## src/rtl/spoly_prng.sv

```systemverilog
// Seeded xorshift32 rejection sampler producing {sign, index} samples in [0,P) for the spoly generator.
// Optional saturating reject counter output enabled by defining SPOLY_PRNG_REJCNT_EN.
module spoly_prng #(
  parameter int unsigned P            = 677,
  parameter int unsigned IDX_W        = 10,
  parameter int unsigned OUT_W        = 13,
  parameter logic [31:0] SEED_DEFAULT = 32'd136987453
) (
  input  logic             clk,
  input  logic             rst_n,
  input  logic             seed_load,
  input  logic [31:0]      seed_i,
  input  logic             req,
  input  logic             rand_ready,
  output logic             rand_valid,
  output logic [OUT_W-1:0] rand_o,
`ifdef SPOLY_PRNG_REJCNT_EN
  output logic [15:0]      rej_cnt,
`endif
  output logic             busy
);

  typedef enum logic [1:0] {
    ST_IDLE = 2'd0,
    ST_GEN  = 2'd1,
    ST_HOLD = 2'd2
  } state_t;

  state_t             state_q, state_d;
  logic [31:0]        x_q, x_d;
  logic               valid_q, valid_d;
  logic [OUT_W-1:0]   rand_q, rand_d;
  logic [31:0]        xn;
  logic [31:0]        cand;
  logic               accept;
`ifdef SPOLY_PRNG_REJCNT_EN
  logic [15:0]        rej_q, rej_d;
`endif

  function automatic logic [31:0] xs_step(input logic [31:0] x);
    logic [31:0] t;
    t = x ^ (x << 13);
    t = t ^ (t >> 17);
    t = t ^ (t << 5);
    return t;
  endfunction

  always_comb begin
    xn      = xs_step(x_q);
    cand    = 32'(xn[IDX_W-1:0]);
    accept  = (cand < P);
    state_d = state_q;
    x_d     = x_q;
    valid_d = valid_q;
    rand_d  = rand_q;
`ifdef SPOLY_PRNG_REJCNT_EN
    rej_d   = rej_q;
`endif
    // seed_load overrides everything, including a handshake in the same cycle
    if (seed_load) begin
      x_d     = (seed_i == 32'd0) ? SEED_DEFAULT : seed_i;
      state_d = ST_IDLE;
      valid_d = 1'b0;
`ifdef SPOLY_PRNG_REJCNT_EN
      rej_d   = '0;
`endif
    end else begin
      case (state_q)
        ST_IDLE: begin
          if (req) state_d = ST_GEN;
        end
        ST_GEN: begin
          x_d = xn;
          if (accept) begin
            rand_d          = '0;
            rand_d[IDX_W:0] = xn[IDX_W:0];
            valid_d         = 1'b1;
            state_d         = ST_HOLD;
          end else begin
`ifdef SPOLY_PRNG_REJCNT_EN
            if (rej_q != 16'hFFFF) rej_d = rej_q + 16'd1;
`endif
          end
        end
        ST_HOLD: begin
          if (rand_ready) begin
            valid_d = 1'b0;
            state_d = req ? ST_GEN : ST_IDLE;
          end
        end
        default: begin
          state_d = ST_IDLE;
          valid_d = 1'b0;
        end
      endcase
    end
  end

  always_ff @(posedge clk or negedge rst_n) begin
    if (!rst_n) begin
      state_q <= ST_IDLE;
      x_q     <= SEED_DEFAULT;
      valid_q <= 1'b0;
      rand_q  <= '0;
`ifdef SPOLY_PRNG_REJCNT_EN
      rej_q   <= '0;
`endif
    end else begin
      state_q <= state_d;
      x_q     <= x_d;
      valid_q <= valid_d;
      rand_q  <= rand_d;
`ifdef SPOLY_PRNG_REJCNT_EN
      rej_q   <= rej_d;
`endif
    end
  end

  assign rand_valid = valid_q;
  assign rand_o     = rand_q;
  assign busy       = (state_q == ST_GEN);
`ifdef SPOLY_PRNG_REJCNT_EN
  assign rej_cnt    = rej_q;
`endif

endmodule

```

## config.mk

```make
export PLATFORM = sky130hd
export DESIGN_NAME = spoly_prng
export DESIGN_NICKNAME = d
export VERILOG_FILES = /design/src/rtl/spoly_prng.sv
export SDC_FILE = /design/constraint.sdc
export NUM_CORES = 1
export LEC_CHECK = 0
export BUFFER_PORTS_ARGS = -buffer_cell sky130_fd_sc_hd__buf_2
export CORE_MARGIN = 2
export CORE_UTILIZATION = 45
export CTS_CLUSTER_DIAMETER = 30
export DETAILED_ROUTE_END_ITERATION = 16
export GPL_TIMING_DRIVEN = 0
export MAX_ROUTING_LAYER = met4
export PLACE_DENSITY_LB_ADDON = 0.1
export RECOVER_POWER = 100
export SLEW_MARGIN = 25
export SYNTH_ARGS = -nofsm -noshare
export SYNTH_HDL_FRONTEND = slang
export SYNTH_SLANG_ARGS = --single-unit
export TNS_END_PERCENT = 100
```

## constraint.sdc

```tcl
create_clock -name clk -period 2.12 [get_ports clk]
set_input_delay 0.106 -clock clk [delete_from_list [all_inputs] [get_ports clk]]
set_output_delay 0.106 -clock clk [all_outputs]
set_load 0.01 [all_outputs]
```

==> run summary, run 1 <==
The number of inserted filler cells in the final layout came out at roughly 640. The average vias per placed instance is 5.216. In this run the worst path has a maximum fanout of 5. The final critical path time including I/O delays and setup is roughly 2300 ps. STA puts the critical path data required time at 2320 ps.

The number of nets still failing antenna checks after routing is 0. The worst hold path endpoint is x_q[4]. The first routing iteration left about 150 violations. For this run, design rule violations remaining after detail routing come to 0. The synthesis-to-layout area growth came out at 26.84%. The final-layout setup total negative slack came out at -1117 ps. The count of flip-flops with a built-in enable after synthesis is 0. After synthesis, the largest family of logic cells by area is XOR/XNOR gates.

The mapped netlist covers 0.003063 sq mm. Counting the buffers created by CTS gives 5. The depth of the worst hold-timing path came out at 3. The floorplan row count is 30. The count of clock tree sinks came out at 46. The xor/xnor cell area share of the yosys netlist is 0.3105. The number of top-level pins came out at 52. Across the run, the number of max-cap violations was 0. The wire length per cell came out at between 15 and 20 um. In the synthesized netlist, the number of instances is 297. The final-report setup violation count came out at 11. The run finished, with violations left. The longest clock path from root to sink contains 2 buffers. The synthesized flop and latch total came out at 46. The post-synthesis cell type count came out at 40. Measured in cells, the most critical reg-to-reg path has a length of 6. The max-slew violation count is 0. The worst-path cell with the longest stage delay is dfstp_2.

The smallest setup slack after layout came out at -146.3 ps. For this configuration, the core starts out at a cell density of 0.4584. Sorting the synthesized cells by area gives the leading types as dfrtp_1 28%, xnor2_1 13%, dfstp_2 10%. The half-perimeter wire length of the detailed placement result is between 6000 and 7000 um. The synthesis warning total is 0.

The critical path startpoint category is a flip-flop. The worst setup path is of the reg2reg kind. Dividing the final minimum period by the clock period gives 1.069. The most area-hungry cell type in the Yosys netlist is dfrtp_1.

The via count came out at 2410. The maximum frequency from static timing analysis came out at 441.2 MHz. The proportion of synthesized area in mux cells came out at 0.06087. Summed over all cells, the static leakage comes to 1.762 nW. The final routed wirelength across all metal layers is about 8700 um. The slew at the pin closest to its max-slew limit came out at between 1000 and 1500 ps.

Together, buffers and inverters on the worst path number 1. From bottom edge to top edge, the die measures 86.50 um. The floorplan step defined a core boundary enclosing around 0.0067 sq mm. In this run the horizontal extent of the chip is 86.50 um. The total congestion overflow is 0. The tree is rooted in a clkbuf_8. The global-route wire length before repair came out at ~14000 um. The final net count is between 400 and 500. The area fraction in and, or, nand and nor cells after synthesis came out at 0.1119. Once placement finished, the instance area stood at 0.003445 sq mm. The signal on the critical path passes through xnor3_2, xor2_4, o311ai_4, a21oi_4, buf_6, mux2_4. The leading register cell type out of synthesis is dfrtp_1. The finished cells cover roughly 0.004 sq mm. The final-report hold violation count came out at 0. The kind of path behind the tightest hold check is in2reg. Among cell families on the critical path, the largest total delay comes from XOR/XNOR gates.

The relative max-transition margin came out at 0.1858. Of the post-synthesis cell area, the dominant cell type holds 0.2778. The share of synthesized cell area in full adder, half adder and majority cells is 0.

The die covers 0.007482 sq mm. 0 antenna diodes ended up in the layout. The length of the first detailed-routing pass in iterations is 5. The capture point of the worst reg-to-reg path is rand_o[7]. The post-synthesis compound-gate area fraction is 0.08946. The pre-CTS setup slack is -432.9 ps. Setup slack on the worst reg-to-reg path comes out at -150 ps.

Entering global routing, the biggest net connects 47 pins. The clock tree synthesis step divided the H-tree into 2 levels. The sequential-to-total area share from yosys stat is 0.3807. The critical path arrival is 2470 ps. The worst clock skew came out at 18.78 ps. The ratio of cells with drive above 1 in the final layout came out at 0.3429. The number of buffers added on ports came out at 49. The worst setup path is captured at a flip-flop. Clock-pin slew was measured on the worst setup and hold paths at approximately 110 ps. The number of antenna violations at the first check in global routing came out at 0.

The checks that failed: setup timing. After synthesis, the mean cell area works out to 10.31 sq um. Setup repair after global routing could not meet its margin everywhere. The power density over the cells came out at 2180 mW/mm^2. The overall global routing resource usage came out at 0.2551.

The async set-or-reset flop fraction in the synthesized netlist is 1.000. The via count of the first global-routing pass came out at 2496. The final estimated routing congestion in global placement is 0.8243.

TritonCTS built the clock tree. The largest single stage delay on the critical path is roughly 570 ps. The maximum resistive drop on vdd came out at 1.177 mV. The clock latency on the worst-skew pair is 320 ps.

The origin of the worst min-delay path is seed_i[4]. In this run the critical register-to-register path is launched from x_q[4].
[state kept, by name, summed over array words and instances, names as in the netlist]
register / count
state_q: 2
rand_o: 11
rand_valid: 1
x_q: 32
[worst max-delay path by stage]
stage | start | endpoint | slack (ps) | cells after the start
after global routing | x_q[8] | rand_o[7] | -210 | 6
after detailed placement | x_q[8] | rand_o[7] | -430 | 7
after floorplan | x_q[19] | rand_o[10] | -160 | 6
final | x_q[4] | rand_o[7] | -150 | 6
after global placement | x_q[5] | rand_o[8] | -460 | 6
after CTS | x_q[0] | rand_o[7] | -120 | 6
[metrics by stage]
step / cells / utilization / hold slack, ps / total power [mW]
finish: 462 / 0.5815 / 27.33 / 8.468
global route: 462 / 0.5815 / 25.15 / 9.053
global placement: 427 / 0.5152 / 341.8 / 6.366
floorplan: 298 / - / -189.6 / 5.415
detailed placement: 427 / 0.5155 / 162.7 / 6.395
CTS: 454 / 0.5706 / 19.89 / 8.291
[metal layers]
| metal | share of wire | wire [um] | GRT usage | vias up |
|---|---|---|---|---|
| li1 | - | - | - | 1145 |
| met1 | 0.46 | 3976 | 0.3450 | 1193 |
| met2 | 0.48 | 4182 | 0.3916 | 60 |
| met3 | 0.042 | 369 | 0.04190 | 12 |
| met4 | 0.020 | 175 | 0.08807 | 0 |
| met5 | 0 | 0 | - | - |
[logic make-up after synthesis]
kind of cell	Yosys count
compound gates	42
xor+xnor	86
buf+inv	32
simple gates	75
flops	46
mux	15
other cells	1
[area by class of cell]
class                      instances  area [sq um]  area share
multi-input combinational        220          1896      0.4879
sequential                        46          1171      0.3014
timing repair buffer              81         488.0      0.1256
tap                               80         100.1     0.02576
buffer                            17         82.58     0.02126
clock buffer                       6         72.57     0.01868
clock inverter                     2         37.54    0.009662
inverter                          10         37.54    0.009662
[power by group]
group	internal [mW]	total, mW	leakage (nW)	switching [mW]
combinational	3.25	6.02	1.18	2.77
clock	0.353	0.683	0.0514	0.331
sequential	1.34	1.76	0.534	0.415
total	4.95	8.47	1.76	3.52
[placed cells by master, fill, tap and decap left out, types with 3 or more instances in the layout]
| cell type | netlist | final |
|---|---|---|
| a31oi_1 | 7 | 7 |
| nand2_1 | 37 | 36 |
| clkbuf_1 | 14 | 22 |
| nor2_1 | 17 | 17 |
| mux2i_1 | 4 | 4 |
| xnor3_2 | 0 | 7 |
| nor4_1 | 8 | 8 |
| mux2_4 | 6 | 8 |
| dfstp_2 | 12 | 12 |
| xnor2_2 | 2 | 4 |
| clkbuf_2 | 0 | 3 |
| mux2_2 | 3 | 3 |
| clkbuf_8 | 0 | 5 |
| xor2_1 | 27 | 24 |
| o21a_1 | 5 | 5 |
| dfrtp_1 | 34 | 30 |
| nand3b_1 | 6 | 6 |
| a211oi_1 | 3 | 3 |
| buf_6 | 1 | 5 |
| buf_2 | 3 | 37 |
| xnor3_1 | 10 | 3 |
| o21ai_1 | 17 | 14 |
| o21ai_0 | 2 | 5 |
| inv_1 | 9 | 10 |
| buf_4 | 2 | 29 |
| dfrtp_2 | 0 | 4 |
| xnor2_1 | 44 | 41 |
[cells in the mapped netlist (3+ instances only)]
library cell	count
nand3b_1	6
xnor3_1	10
xor3_1	3
mux2i_1	4
nor4_1	8
dfstp_2	12
a31oi_1	7
buf_2	3
xor2_1	27
clkbuf_1	14
xnor2_1	44
dfrtp_1	34
nand2_1	37
a211oi_1	3
mux2_4	6
inv_1	9
mux2_2	3
o21a_1	5
nor2_1	17
o21ai_1	17
[tightest hold or removal path: stages]
cell and delay, ps:
buf_2 120, inv_1 50, a31oi_1 70
[repair_timing]
action                                  CTS  global route
pin swaps                                14             3
gates cloned                              1             0
endpoints found under the setup margin   15            31
hold buffers                              1             0
buffers inserted                         22             8
hold endpoints to repair                 34             0
gates resized for setup                  26            11
(Power assumes the default switching activity.)
==> run 2: changes to the inputs <==
Clock period 2.12 ns to 2.04 ns, I/O delays scaled along.
==> run 2 against run 1 <==
Compared with the run above: the flow still finishes with violations (setup timing); register-to-register slack lost 70 ps; clock skew fell by 3.2 ps; via count shrank 1.0%; sequential cell count is the same; final cell count down 0.65%; critical path type unchanged; critical endpoint unchanged; largest cell class unchanged; largest power group unchanged.
==> run summary, run 2 (synthesis gave the netlist of run 1 again) <==
The kind of end point of the critical path is a flip-flop. The checks that failed: setup timing. The met2 layer wire length in the routed design came out at 4167 um. For this run, the top clock speed supported by timing is 443.4 MHz. The core box area came out at 0.006681 sq mm.

After detailed routing, the number of vias per cell comes to 5.196. The count of clock tree sinks came out at 46. The launch point of the worst reg-to-reg path is x_q[0].

The total CTS buffers came out at 5. The final routed wirelength across all metal layers is between 8000 and 9000 um. Once layout is complete, the utilization of the core stands at 0.5779. The critical path crosses 6 cells after its start point.

The wire length per cell came out at about 19 um. The depth of the worst register-to-register path came out at 6. The final route contains 2385 vias. The clock transition time at the flip-flop clock pins of the worst setup and hold paths is 100 ps. The half-perimeter wire length of the detailed placement result came out at 6036 um. The max-slew violation count is 0. The starting utilization of the core area is 0.4584. The post-layout instance area came out at 0.003861 sq mm. The total congestion overflow came out at 0. After the last flow step, the layout net total stands at 415. Entering global routing, the biggest net connects 47 pins. The routed length on met3 is 322 um. The highest layer touched by signal routing is met4. The clock passes through at most 2 buffers. The tool flagged a number of max-cap violations equal to 0. For the worst setup path, the data required time is 2240 ps. Summing all flip-flop and latch instances after layout gives 0.001171 sq mm. The pre-antenna-repair detailed-routing pass consisted of 4 iterations. The tree is rooted in a clkbuf_8. The count of buffers added on input and output ports is 49.

The flow ran to the end, but the final reports show violations. The number of DRC violations after detailed routing is 0. The power density over the cells is 2269 mW/mm^2.

The register-to-register path setup slack is -220 ps. The number of antenna violations at the first check in global routing came to 0. The floorplan row count came out at 30. The final-report hold violation count came out at 0. The critical path ends at rand_o[7]. For this design the static power due to leakage is roughly 1.7 nW. Tracing the worst setup path back leads to its startpoint at x_q[0]. On the final layout, the worst hold slack is 21.05 ps. The kind of path behind the tightest hold check is in2reg. The H-tree was split into 2 levels. Clock latency on the worst-skew pair, taken at its later pin, is between 300 and 400 ps. The ratio of cells with drive above 1 in the final layout is 0.3377.

The sum of buffers and inverters on the critical path is 1. Setup repair after global routing could not meet its margin everywhere. Counting instances, the worst hold path has a depth of 3. For this block, the initial DRC count from the detailed router was 156. TritonCTS built the clock tree. The cell area reported after detailed placement came out at 0.003445 sq mm. The register with the most flip-flops is x_q.

STA classifies the critical path startpoint as a flip-flop. The smallest setup slack after layout is -215.5 ps. The worst setup path is of the reg2reg kind. The first global-routing pass estimated 13760 um of wire. The slew at the pin closest to its max-slew limit is 1226 ps. The number of top-level pins is 52. The vertical die dimension is 86.50 um.

The kind of cell with the highest combined delay along the critical path is XOR/XNOR gates. The number of inserted filler cells in the final layout is between 600 and 700. The maximum resistive drop on vdd came out at between 1 and 1.5 mV. The overall global routing resource usage is 0.2551. The most common cell after layout, fill and taps aside is xnor2_1. The top fanout value on the critical path is 5.

Leaving out fill and tap cells, the most frequent cells in the layout are 41 x xnor2_1, 37 x buf_2, 35 x nand2_1. Across the routed clock network, the largest skew measured is 15.60 ps. For this block, wires on met1 add up to 4000 um. The via count of the first global-routing pass is roughly 2.5k. The relative max-transition margin is 0.1830. The critical path goes through xnor3_2, xor2_4, o311ai_4, a21oi_4, buf_6, mux2_4.

The antenna diode count came out at 0. Routability-driven placement finished with a final weighted congestion of 0.8243. Among all stages on the critical path, the largest delay is contributed by dfstp_2. The final cycle utilization of the critical path is 1.106.

The count of nets left with antenna violations once routing finished came out at 0. The flip-flop count of the largest register after layout came out at 32. The critical path arrival came out at roughly 2500 ps.

For this run, the slowest stage of the critical path takes 540 ps. The die area is about 0.0075 sq mm. The synthesis-to-layout area growth came out at 26.06%.

The final critical path time including I/O delays and setup came out at 2256 ps. The area of the multi-input gates is 0.001894 sq mm. The endpoint identified for the worst register-to-register timing path is rand_o[7]. Setup violations remaining at the end of the flow were counted as 17. The die outline width is 86.50 um.
-- run 2: final cells by class --
class | instances | area share
Clock inverter | 2 | 0.009721
Timing Repair Buffer | 78 | 0.1205
Multi-Input combinational cell | 220 | 0.4906
Buffer | 17 | 0.02139
Sequential cell | 46 | 0.3033
Tap cell | 80 | 0.02592
Inverter | 10 | 0.009721
Clock buffer | 6 | 0.01879
-- run 2: metrics by stage --
step	cells	power, mW	setup slack (ps)	TNS (ps)
CTS	454	8.637	-203.8	-1911
global placement	427	6.616	-535.1	-5631
global route	459	9.359	-286.3	-5418
detailed placement	427	6.646	-512.9	-5621
finish	459	8.760	-215.5	-2146
floorplan	298	5.628	-242.4	-1796
-- run 2: how the worst min path moves through the flow --
stage	slack, ps	end	startpoint
6_report	20	x_q[4]	seed_i[4]
3_5_place_dp	160	x_q[1]	rst_n
3_3_place_gp	340	state_q[0]	req
2_1_floorplan	-190	rand_o[0]	rst_n
4_1_cts	20	x_q[2]	seed_i[2]
5_1_grt	20	x_q[2]	seed_i[2]
-- run 2: routing by layer --
layer / track usage / vias to the layer above
met3: 0.04190 / 12
met4: 0.08807 / 0
met5: - / -
met1: 0.3450 / 1185
met2: 0.3916 / 50
li1: - / 1138
-- run 2: what timing repair did --
action	4_1_cts	5_1_grt
gates resized for setup	29	8
hold endpoints to repair	34	0
endpoints found under the setup margin	22	20
gates cloned	1	0
hold buffers	1	0
pin swaps	14	0
buffers inserted	22	6
-- run 2: where the power goes --
| part | total [mW] | switching (mW) | internal [mW] |
|---|---|---|---|
| Combinational | 6.20 | 2.87 | 3.34 |
| Clock | 0.706 | 0.340 | 0.366 |
| Sequential | 1.85 | 0.450 | 1.40 |
| Total | 8.76 | 3.66 | 5.10 |
-- run 2: worst min-delay path, cell delays in order --
cell and delay (ps):
buf_2 120, inv_1 50, a31oi_1 70
==> run 3: changes to the inputs <==
Settings changed: BUFFER_PORTS_ARGS -buffer_cell sky130_fd_sc_hd__buf_2 to unset, DONT_BUFFER_PORTS set to 1.
==> run 3 against run 2 <==
Compared with the run above: the flow still finishes with violations (setup timing); clock power increased by 23%; register-to-register slack barely moved; hold slack got worse by 1.1 ps; design area increased by 2.8%; final cell count fell by 4.1%; global-route usage grew 1.4 points; fmax is 0.35% higher; sequential power rose by 5%; non-clock buffer count down 19; via count decreased by 0.29%; routed wire length rose by 4.6%; critical path depth is 1 higher; largest cell class unchanged; highest routed layer unchanged.
==> run summary, run 3 (synthesis gave the netlist of run 1 again) <==
The final critical path time including I/O delays and setup came out at 2248 ps. In the global route stage, overall resource usage came out at 0.2688. The kind of path behind the tightest hold check is in2reg. The CTS tree is yes. The maximum frequency from static timing analysis came out at around 440 MHz. The count of clock tree sinks came out at 46. The library cell used most frequently in the layout, excluding fill and tap cells, is xnor2_1. In the layout the commonest cells are 40 x xnor2_1, 35 x nand2_1, 30 x dlygate4sd3_1, 30 x dfrtp_1, 26 x buf_4.

For the worst setup path, the data arrival time is about 2500 ps. The kind of end point of the critical path is a flip-flop. The via count came out at 2378.

The worst-path cell with the longest stage delay is dfstp_2. The required time at the endpoint of the critical path came out at 2240 ps. The depth of the worst register-to-register path is 7.

The final reports fail on setup timing. The top fanout value on the critical path came out at 3. The final routed wirelength across all metal layers came out at around 9000 um. The total congestion overflow came out at 0. Setup violations remaining at the end of the flow were counted as 13. The H-tree was split into 2 levels. The wire length per cell is 20.59 um.

The ratio of cells with drive above 1 in the final layout is 0.2667. Across the run, the number of max-cap violations was 0. Dividing the detail-routed via count by the number of cells gives approximately 5.4.

Tracing the worst setup path back leads to its startpoint at x_q[19]. At the later pin of the worst-skew pair, clock insertion delay measures 310 ps. The final estimated routing congestion in global placement came out at 0.8409. The number of antenna violations at the first check in global routing came out at 0. The floorplan row count came out at 30. The via count of the first global-routing pass is around 2.5k.

The slew at the pin closest to its max-slew limit is 1221 ps. Entering global routing, the biggest net connects 47 pins. The leakage power is 1.736 nW. The number of nets still failing antenna checks after routing is 0. The final net count came out at between 300 and 400.

The total area inside the core boundary comes to 0.006681 sq mm. The die area is 0.007482 sq mm. In this run the critical register-to-register path is launched from x_q[19]. The global-route wire length before repair is 14350 um. STA classifies the critical path startpoint as a flip-flop. The number of DRC violations after detailed routing is 0. Power comes to 8.734 mW.

The clock passes through at most 2 buffers. The worst setup path category is reg2reg. For this run, the detailed router's first-pass iteration total came to 4. The synthesis-to-layout area growth is 29.53%. The max-slew violation count is 0. The run finished, with violations left. The final-report hold violation count came out at 0. Setup repair after global routing could not meet its margin everywhere. The count of buffers added on input and output ports is 0. Detailed placement ended at an HPWL of between 5000 and 6000 um. The starting utilization of the core area is 0.4584. The register-to-register path setup slack came out at -210 ps. The worst register-to-register path ends at rand_o[3].

The relative max-transition margin came out at 0.1862. The signal on the critical path passes through buf_4, xor3_1, a21boi_2, o311ai_4, a21oi_2, buf_4, mux2_4. Dividing total power by cell area gives a power density of 2201 mW/mm^2.

The total CTS buffers came out at 5. The vertical die dimension is just under 90 um. The cell sitting at the root of the clock tree is a clkbuf_8.

The highest cell delay on the worst timing path is between 600 and 700 ps. The final cycle utilization of the critical path is 1.102. Across all setup checks in the final design, the least slack found is -207.7 ps. The first routing iteration left 103 violations. The antenna diode count is 0. Clock-pin slew was measured on the worst setup and hold paths at 100 ps. For this run, the share of the core covered by cells in the final layout is 0.5938. In this run the worst setup path terminates at rand_o[3]. The maximum resistive drop on vdd is approximately 1.3 mV. The register with the most flip-flops is x_q. The most repeated library cell on the critical path is buf_4. The clock arrives with 12.66 ps of skew. The die outline width came out at 86.50 um. In this run the count of I/O pins placed on the die edge is 52. The register with the most flip-flops in the layout has 32 of them.
[run 3: cell count changes in the layout (fill, tap and decap cells not counted), sizes merged]
| cell | previous run | this run |
|---|---|---|
| clkinvlp | 1 | 0 |
| buf | 70 | 34 |
| dlygate4sd3 | 1 | 30 |
| bufinv | 1 | 2 |
| clkbuf | 30 | 18 |
[run 3: final cells by class]
type	count	area, sq um
Timing Repair Buffer	59	530.5
Tap cell	80	100.1
Inverter	10	37.54
Fill cell	584	2714
Multi-Input combinational cell	220	1902
Clock inverter	2	60.06
Buffer	17	83.83
Clock buffer	6	82.58
Sequential cell	46	1171
[run 3: worst min path at each step]
stage / from / to / slack [ps] / cells after the start
after global placement: rst_n / x_q[23] / -190 / 0
final: seed_i[21] / x_q[21] / 20 / 2
after floorplan: rst_n / rand_o[0] / -190 / 0
after detailed placement: rst_n / x_q[1] / -190 / 0
after CTS: seed_i[21] / x_q[21] / 10 / 2
after global routing: seed_i[21] / x_q[21] / 40 / 2
[run 3: power by group]
part	total, mW	switching [mW]	internal (mW)	leakage [nW]
Combinational	5.92	2.68	3.24	1.13
Sequential	1.94	0.540	1.40	0.534
Clock	0.870	0.346	0.523	0.0714
Total	8.73	3.57	5.16	1.74
[run 3: stage by stage]
| step | instances | TNS (ps) | instance area (sq um) | hold WS (ps) | setup WS (ps) |
|---|---|---|---|---|---|
| after floorplan | 298 | -1796 | 3097 | -193.6 | -242.4 |
| after detailed placement | 378 | -6877 | 3197 | -192.1 | -580.5 |
| after global placement | 378 | -6317 | 3197 | -192.0 | -545.4 |
| after global routing | 440 | -3613 | 3968 | 41.53 | -277.6 |
| after CTS | 441 | -1888 | 3986 | 14.82 | -201.4 |
| final | 440 | -1989 | 3968 | 19.97 | -207.7 |
[run 3: timing repair]
action	4_1_cts	5_1_grt
endpoints found under the setup margin	22	28
pin swaps	14	0
hold buffers	31	0
hold endpoints to repair	75	0
cloned	1	0
setup buffers	28	1
resized for setup	32	7
[run 3: worst max-delay path: cells and delay by family (launching register included)]
family | cells | cell delay, ps
flops | 1 | 610
buf+inv | 2 | 300
mux | 1 | 290
compound gates | 3 | 610
xor+xnor | 1 | 330
[run 3: layer usage]
layer	GRT usage	vias to the layer above	routed length [um]
li1	-	1102	-
met1	0.3746	1191	4086
met2	0.4126	66	4321
met3	0.03810	19	421
met4	0.07670	0	231
met5	-	-	0
